`src/rtl/mem_loader_pkg.sv`:
```
// Shared definitions for the boot-time program loader: FSM state encoding and frame header layout.
// Optional trailing-checksum support is enabled with MEM_LOADER_CHECKSUM_EN.
package mem_loader_pkg;

    typedef enum logic [2:0] {
        HDR_ADDR = 3'd0,
        HDR_LEN  = 3'd1,
        LOAD     = 3'd2,
`ifdef MEM_LOADER_CHECKSUM_EN
        CHECK    = 3'd3,
`endif
        RUN      = 3'd4,
        ERROR    = 3'd5
    } ldr_state_t;

    // Header word field positions within the 32-bit stream word.
    localparam int HDR_ADDR_LSB = 0;
    localparam int HDR_LEN_LSB  = 0;
    localparam int HDR_LEN_W    = 32;

    function automatic logic accepts_words(input ldr_state_t s);
        logic acc;
        case (s)
            HDR_ADDR, HDR_LEN, LOAD: acc = 1'b1;
`ifdef MEM_LOADER_CHECKSUM_EN
            CHECK:                   acc = 1'b1;
`endif
            default:                 acc = 1'b0;
        endcase
        return acc;
    endfunction

endpackage

```
`src/rtl/mem_loader.sv`:
```
// Boot loader: receives {start address, word count, payload} over valid/ready, writes blram,
// then hands the blram port to the CPU. MEM_LOADER_CHECKSUM_EN adds a trailing checksum word.
module mem_loader
    import mem_loader_pkg::*;
#(
    parameter int ADDR_LEN  = 14,
    parameter int MEM_DEPTH = 16384
) (
    input  logic                clk,
    input  logic                rst,
    input  logic                i_valid,
    output logic                o_ready,
    input  logic [31:0]         i_data,
    input  logic                cpu_wrEn,
    input  logic [ADDR_LEN-1:0] cpu_addr,
    input  logic [31:0]         cpu_data,
    output logic                o_we,
    output logic [ADDR_LEN-1:0] o_addr,
    output logic [31:0]         o_data,
    output logic                o_cpu_rst,
    output logic                o_done,
    output logic                o_error
);

    localparam logic [31:0] DEPTH_W = 32'(MEM_DEPTH);

`ifdef MEM_LOADER_CHECKSUM_EN
    localparam ldr_state_t POST_LOAD = CHECK;
`else
    localparam ldr_state_t POST_LOAD = RUN;
`endif

    ldr_state_t          state_reg, state_next;
    logic [ADDR_LEN-1:0] ptr_reg, ptr_next;
    logic [31:0]         count_reg, count_next;
    logic                we_reg, we_next;
    logic [ADDR_LEN-1:0] waddr_reg, waddr_next;
    logic [31:0]         wdata_reg, wdata_next;
    logic                ready_reg;
    logic                done_reg;
    logic                cpu_rst_reg;
    logic                xfer;
`ifdef MEM_LOADER_CHECKSUM_EN
    logic [31:0]         sum_reg, sum_next;
`endif

    assign xfer = i_valid & ready_reg;

    always_comb begin
        state_next = state_reg;
        ptr_next   = ptr_reg;
        count_next = count_reg;
        we_next    = 1'b0;
        waddr_next = waddr_reg;
        wdata_next = wdata_reg;
`ifdef MEM_LOADER_CHECKSUM_EN
        sum_next   = sum_reg;
`endif
        case (state_reg)
            HDR_ADDR: begin
`ifdef MEM_LOADER_CHECKSUM_EN
                sum_next = 32'd0;
`endif
                if (xfer) begin
                    ptr_next   = i_data[HDR_ADDR_LSB +: ADDR_LEN];
                    state_next = HDR_LEN;
                end
            end
            HDR_LEN: begin
                if (xfer) begin
                    count_next = i_data[HDR_LEN_LSB +: HDR_LEN_W];
                    if (i_data > DEPTH_W)
                        state_next = ERROR;
                    else if (i_data == 32'd0)
                        state_next = POST_LOAD;
                    else
                        state_next = LOAD;
                end
            end
            LOAD: begin
                if (xfer) begin
                    we_next    = 1'b1;
                    waddr_next = ptr_reg;
                    wdata_next = i_data;
                    // Pointer width equals log2(MEM_DEPTH), so it wraps naturally.
                    ptr_next   = ptr_reg + ADDR_LEN'(1);
                    count_next = count_reg - 32'd1;
`ifdef MEM_LOADER_CHECKSUM_EN
                    sum_next   = sum_reg + i_data;
`endif
                    if (count_reg == 32'd1)
                        state_next = POST_LOAD;
                end
            end
`ifdef MEM_LOADER_CHECKSUM_EN
            CHECK: begin
                if (xfer)
                    state_next = (i_data == sum_reg) ? RUN : ERROR;
            end
`endif
            default: ;
        endcase
    end

    always_ff @(posedge clk) begin
        if (rst) begin
            state_reg   <= HDR_ADDR;
            ptr_reg     <= '0;
            count_reg   <= '0;
            we_reg      <= 1'b0;
            waddr_reg   <= '0;
            wdata_reg   <= '0;
            ready_reg   <= 1'b0;
            done_reg    <= 1'b0;
            cpu_rst_reg <= 1'b1;
`ifdef MEM_LOADER_CHECKSUM_EN
            sum_reg     <= '0;
`endif
        end else begin
            state_reg   <= state_next;
            ptr_reg     <= ptr_next;
            count_reg   <= count_next;
            we_reg      <= we_next;
            waddr_reg   <= waddr_next;
            wdata_reg   <= wdata_next;
            ready_reg   <= accepts_words(state_next);
            // Release lags RUN entry by one edge so the final load write completes first.
            done_reg    <= (state_reg == RUN);
            cpu_rst_reg <= (state_reg != RUN);
`ifdef MEM_LOADER_CHECKSUM_EN
            sum_reg     <= sum_next;
`endif
        end
    end

    assign o_ready   = ready_reg;
    assign o_we      = done_reg ? cpu_wrEn : we_reg;
    assign o_addr    = done_reg ? cpu_addr : waddr_reg;
    assign o_data    = done_reg ? cpu_data : wdata_reg;
    assign o_cpu_rst = cpu_rst_reg;
    assign o_done    = done_reg;
    assign o_error   = (state_reg == ERROR);

endmodule

```
`config.mk`:
```
export PLATFORM = sky130hd
export DESIGN_NAME = mem_loader
export DESIGN_NICKNAME = d
export VERILOG_FILES = /design/src/rtl/mem_loader_pkg.sv /design/src/rtl/mem_loader.sv
export SDC_FILE = /design/constraint.sdc
export NUM_CORES = 1
export LEC_CHECK = 0
export ABC_CLOCK_PERIOD_IN_PS = 3400
export CAP_MARGIN = 10
export CORE_MARGIN = 1
export CORE_UTILIZATION = 50
export CTS_CLUSTER_SIZE = 16
export DETAILED_ROUTE_END_ITERATION = 8
export PLACE_DENSITY = 0.88
export SYNTH_ARGS = -nofsm -noshare
export SYNTH_HDL_FRONTEND = slang
export SYNTH_SLANG_ARGS = --single-unit
```
`constraint.sdc`:
```
create_clock -name clk -period 3.4 [get_ports clk]
set_clock_uncertainty 0.2 [all_clocks]
set_input_delay 0.85 -clock clk [delete_from_list [all_inputs] [get_ports clk]]
set_output_delay 0.85 -clock clk [all_outputs]
set_load 0.005 [all_outputs]
```
Yosys cells after proc, flatten, opt, wreduce, memory -nomap -nowiden
Cells that the tools add are included.
Word-level totals
  output and inout port bits: 51
  flip-flop bits (word level): 99
  logic and storage cells: 53
  bits of input ports: 82
Cells by class
  muxes and demuxes: 18
  equal/unequal tests: 11
  bitwise gates (word level): 2
  reduce and logical (&&, ||, !) cells: 10
  $lt $le $gt $ge: 1
  $add $sub $neg: 2
Operator list (number)
  32-bit two-way mux: 3
  32-bit case mux with 2 select lines: 1
  14-bit two-way mux: 3
  32-bit by 1-bit == test with 1-bit output, second input constant: 1
  32-bit by 15-bit greater-than comparator with 1-bit output, second input constant: 1
  32-bit logical NOT: 1
  32-bit by 1-bit subtractor with 32-bit output, second input constant: 1
  14-bit case mux with 2 select lines: 1
  3-bit two-way mux: 6
  14-bit by 1-bit adder with 14-bit output, second input constant: 1
  3-bit case mux with 3 select lines: 1
  3-bit by 1-bit == test with 1-bit output, second input constant: 2
  3-bit by 2-bit == test with 1-bit output, second input constant: 2
  3-bit == test, second input constant: 2
  3-bit logical NOT: 2
  2-bit != test, second input constant: 3
  3-bit AND reduction: 2
  2-bit nonzero test: 2
  1-bit two-way mux: 3
  3-bit != test, second input constant: 1
  3-bit OR reduction: 1
  2-bit AND reduction: 1
  2-bit OR reduction: 1
  1-bit bitwise AND: 1
  1-bit NOT: 1

Depth between registers and ports, before layout
  depth in word-level cells: 8
  depth in mapped cells: 8

Worst setup path after synthesis
No wires, ideal clock.
  kind: input-to-reg
  start: input i_valid
  end: register ready_reg (netlist: o_ready)
  setup time: 0.116 ns
  setup slack: 0.898 ns
  stages on the path: 4
  data arrival time: 2.186 ns
  buffers on the path: 0
  cell sequence: nor4bb_1 -> nand2_1 -> or4_1 -> and4_1
Between the ends
  longest elaborated chain between the ends: 6
RTL lines
  start: declaration: line mem_loader.sv:11  | input logic i_valid,
  1-bit bitwise AND *: line mem_loader.sv:47  | assign xfer = i_valid & ready_reg;
  3-bit two-way mux, on equally long branches: line mem_loader.sv:81, mem_loader.sv:70, mem_loader.sv:64
  3-bit case mux with 3 select lines *: line mem_loader.sv:59  | case (state_reg)
  3-bit by 1-bit == test with 1-bit output (tied with other cells): line mem_loader_pkg.sv:23  | case (s)
  3-bit OR reduction *: line mem_loader_pkg.sv:23
  1-bit two-way mux *: line mem_loader_pkg.sv:23
  end signal: assignment: line mem_loader.sv:126  | ready_reg <= accepts_words(state_next);
  end: declaration: line mem_loader.sv:39  | logic ready_reg;
Every way passes the cells marked *; elsewhere a longest branch is shown, timed or not.
A chain may end at the register's enable or synchronous reset.

Worst setup path after layout
  start: input cpu_addr[6]
  end: output o_addr[6]
Between the ends
  longest elaborated chain between the ends: 1
RTL lines
  start: declaration: line mem_loader.sv:15  | input logic [ADDR_LEN-1:0] cpu_addr,
  14-bit two-way mux: line mem_loader.sv:138  | assign o_addr = done_reg ? cpu_addr : waddr_reg;
  end: declaration: line mem_loader.sv:18  | output logic [ADDR_LEN-1:0] o_addr,
No other way between the ends.

==> metrics.md <==
| Metric | Value |
|---|---|
| Avg WL per Cell | 17.2 microns |
| Post-DP Area | 6840 sq um |
| Vias in the first global route | 5290 |
| Clock sinks | between 90 and 100 |
| Root Buffer | clkbuf_8 |
| Power density cells | 347 nW/um^2 |
| Data required, critical path | 2.35 ns |
| Worst-Margin Slew | 1.16 ns |
| Post-DP HPWL | between 10000 and 15000 microns |
| Io pins | 133 |
| Cells after Synth | 681 |
| Via count | 5730 |
| Die Footprint | ~11000 sq um |
| Synth unique cells | 56 |
| Grt total ovfl | 0 |
| Hold-fix buffer count after cts | 0 |
| Placed cell count | around 900 |
| CTS tree | done |
| YS warnings | 0 |
| Area grow syn2layout | 32.8% |
| Number of CTS-inserted buffers | 9 |
| NumNets Final | 883 |
| Post-synth ARST share | 0% |
| Hold crit path type | reg -> reg |
| Synth top area share | 37.3% |
| Routed Antenna Nets | 0 |
| Fin crit period | roughly 3.0 ns |
| I/O Buffers | ~130 |
| Period utilisation layout | 89.5% |
| Synth area leaders | dfxtp_1 (37%), mux2_2 (10%), nand2_1 (9.9%) |
| CP max FO | 1 |
| Slowest-stage cell, CP | clkdlybuf4s50_1 |
| CP dominant cell by count | clkdlybuf4s50_1 |
| Post-synth EDFFs | 0 |
| Seq/Total Area, Yosys | 37.3% |
| RSZ-0062 raised after global routing | no |
| Gr usage total | 29.6% |
| Setup_tns | 0 ns |
| VDD IR max | 0.236 mV |
| Area leader, netlist | dfxtp_1 |
| Final setup fails | 0 |
| Pleak | 2.44 nW |
| # DRC | 0 |
| Clock Pin Slew Worst Setup and Hold Paths | about 0.09 ns |
| Fmax | between 300 and 400 MHz |
| Final hold viol count | 0 |
| Post-CTS setup buffers | 0 |
| Final instance area | 7070 sq um |
| Syn nets | 766 |
| Row Count | 37 |
| Iteration-0 DRC Markers | 589 |
| WL final | 16200 microns |
| Largest net degree at the start of global routing | 58 |
| Crit. End Element | output pin |
| Clock buffer depth | 2 |
| Mapped Avg Cell Area | 7.81 sq um |
| Later-pin clock latency in the skew report | 0.37 ns |
| R2R depth | 5 |
| Die width | 105 microns |
| CP Launch Type | input port |
| Max-slew headroom | 22.8% |
| Initial Util | 51.5% |
| Most common cell after layout, fill and taps aside | nand2_1 |
| Die Y | ~110 microns |
| Total core area | 10300 sq um |
| Main synth FF type | dfxtp_1 |
| Synthesized flop and latch total | ~100 |
| Max cap viols | 0 |
| Layout cells sized above 1 | 13.7% |
| Drt via density | 6.10 |
| Most frequent cells in the layout | nand2_1 (139), clkdlybuf4s50_1 (131), dfxtp_1 (98) |
| WHS Path Cells | 2 |
| Non-filler instance count after layout | 939 |
| Post-CTS sizing | 0 |
| H-Tree Depth | 3 |
| Crit path DAT | 1.99 ns |
| Critical path type | in -> out |
| CP max stage delay | 0.47 ns |
| Crit path cell chain | clkdlybuf4s50_1, mux2_2, clkdlybuf4s50_1 |
| Gpl congestion | 0.900 |
| Pins Over Slew Limit | 0 |
| Antenna cells | 0 |
| First-pass GRT wire length | 26300 microns |
| Filler Cell Count | slightly below 800 |
| Mapped Area | 5320 sq um |
| Initial antenna violation count | 1 |
| DR pass1 iterations | 5 |
| Run status | finished, final reports clean |
## metrics by stage
step / hold slack, ns / utilization [%] / total power (W) / setup slack, ns
CTS: 0.258 / 68.4 / 0.00245 / 0.351
finish: 0.258 / 68.4 / 0.00245 / 0.356
global route: 0.287 / 68.4 / 0.00254 / 0.340
floorplan: 0.234 / - / 0.00142 / 0.898
detailed placement: 0.246 / 66.2 / 0.00162 / 0.307
global placement: 0.243 / 66.2 / 0.00160 / 0.350
## routing by layer
| metal | vias up | track usage (%) | routed length, microns |
|---|---|---|---|
| met3 | 44 | 5.93 | 1590 |
| met1 | 2656 | 39.4 | 6710 |
| li1 | 2719 | - | - |
| met5 | - | 0 | 13 |
| met4 | 2 | 12.5 | 422 |
| met2 | 309 | 46.5 | 7430 |
## worst max-delay path, delay by kind of cell
family,cells,cell delay (ns)
buffers and inverters,2,0.86
multiplexers,1,0.28
## cell usage after synthesis, types with 8 or more instances
cell type  instances
a211oi_1          14
a21oi_1           80
a22oi_1            8
a31oi_1            8
clkbuf_1          48
dfxtp_1           99
inv_1             10
mux2_2            49
nand2_1          140
nand3_1           14
nand4_1            9
nor2_1            43
nor3_1            16
nor4_1            14
o21ai_0           30
or4_1             11
## cells by family (layout without fill, tap and decap cells)
group                    count (synthesis)  count (layout)  synth area share (%)
AO/OA/AOI/OAI                          188             188                  21.9
XOR/XNOR                                 1               1                 0.165
adder cells (fa/ha/maj)                  3               3                 0.706
buffers and inverters                   61             183                  4.49
flip-flops                              99              99                  37.3
multiplexers                            49              49                  10.4
AND/OR/NAND/NOR                        280             280                  25.1
## worst paths after layout
kind,startpoint,endpoint,slack (ns)
worst max-delay path,cpu_addr[6],o_addr[6],0.36
worst min-delay path,waddr_reg[7]$_SDFFE_PP0P_,waddr_reg[7]$_SDFFE_PP0P_,0.26
worst max register to register,count_reg[12]$_SDFFE_PP0P_,o_ready$_SDFF_PP0_,0.67
worst min register to register,waddr_reg[7]$_SDFFE_PP0P_,waddr_reg[7]$_SDFFE_PP0P_,0.26
## where the power goes
part	internal [W]	switching, W
Combinational	0.000192	0.000201
Clock	0.000434	0.000411
Sequential	0.00118	0.0000305
Total	0.00181	0.000642
## area by class of cell
| type | count | area, sq um | share of cell area, % |
|---|---|---|---|
| sequential | 99 | 1980 | 28.1 |
| tap | 136 | 170 | 2.41 |
| clock inverter | 6 | 88.8 | 1.26 |
| timing repair buffer | 157 | 1530 | 21.6 |
| multi-input combinational | 521 | 3120 | 44.1 |
| clock buffer | 10 | 138 | 1.95 |
| inverter | 10 | 37.5 | 0.531 |
(Power assumes the default switching activity.)
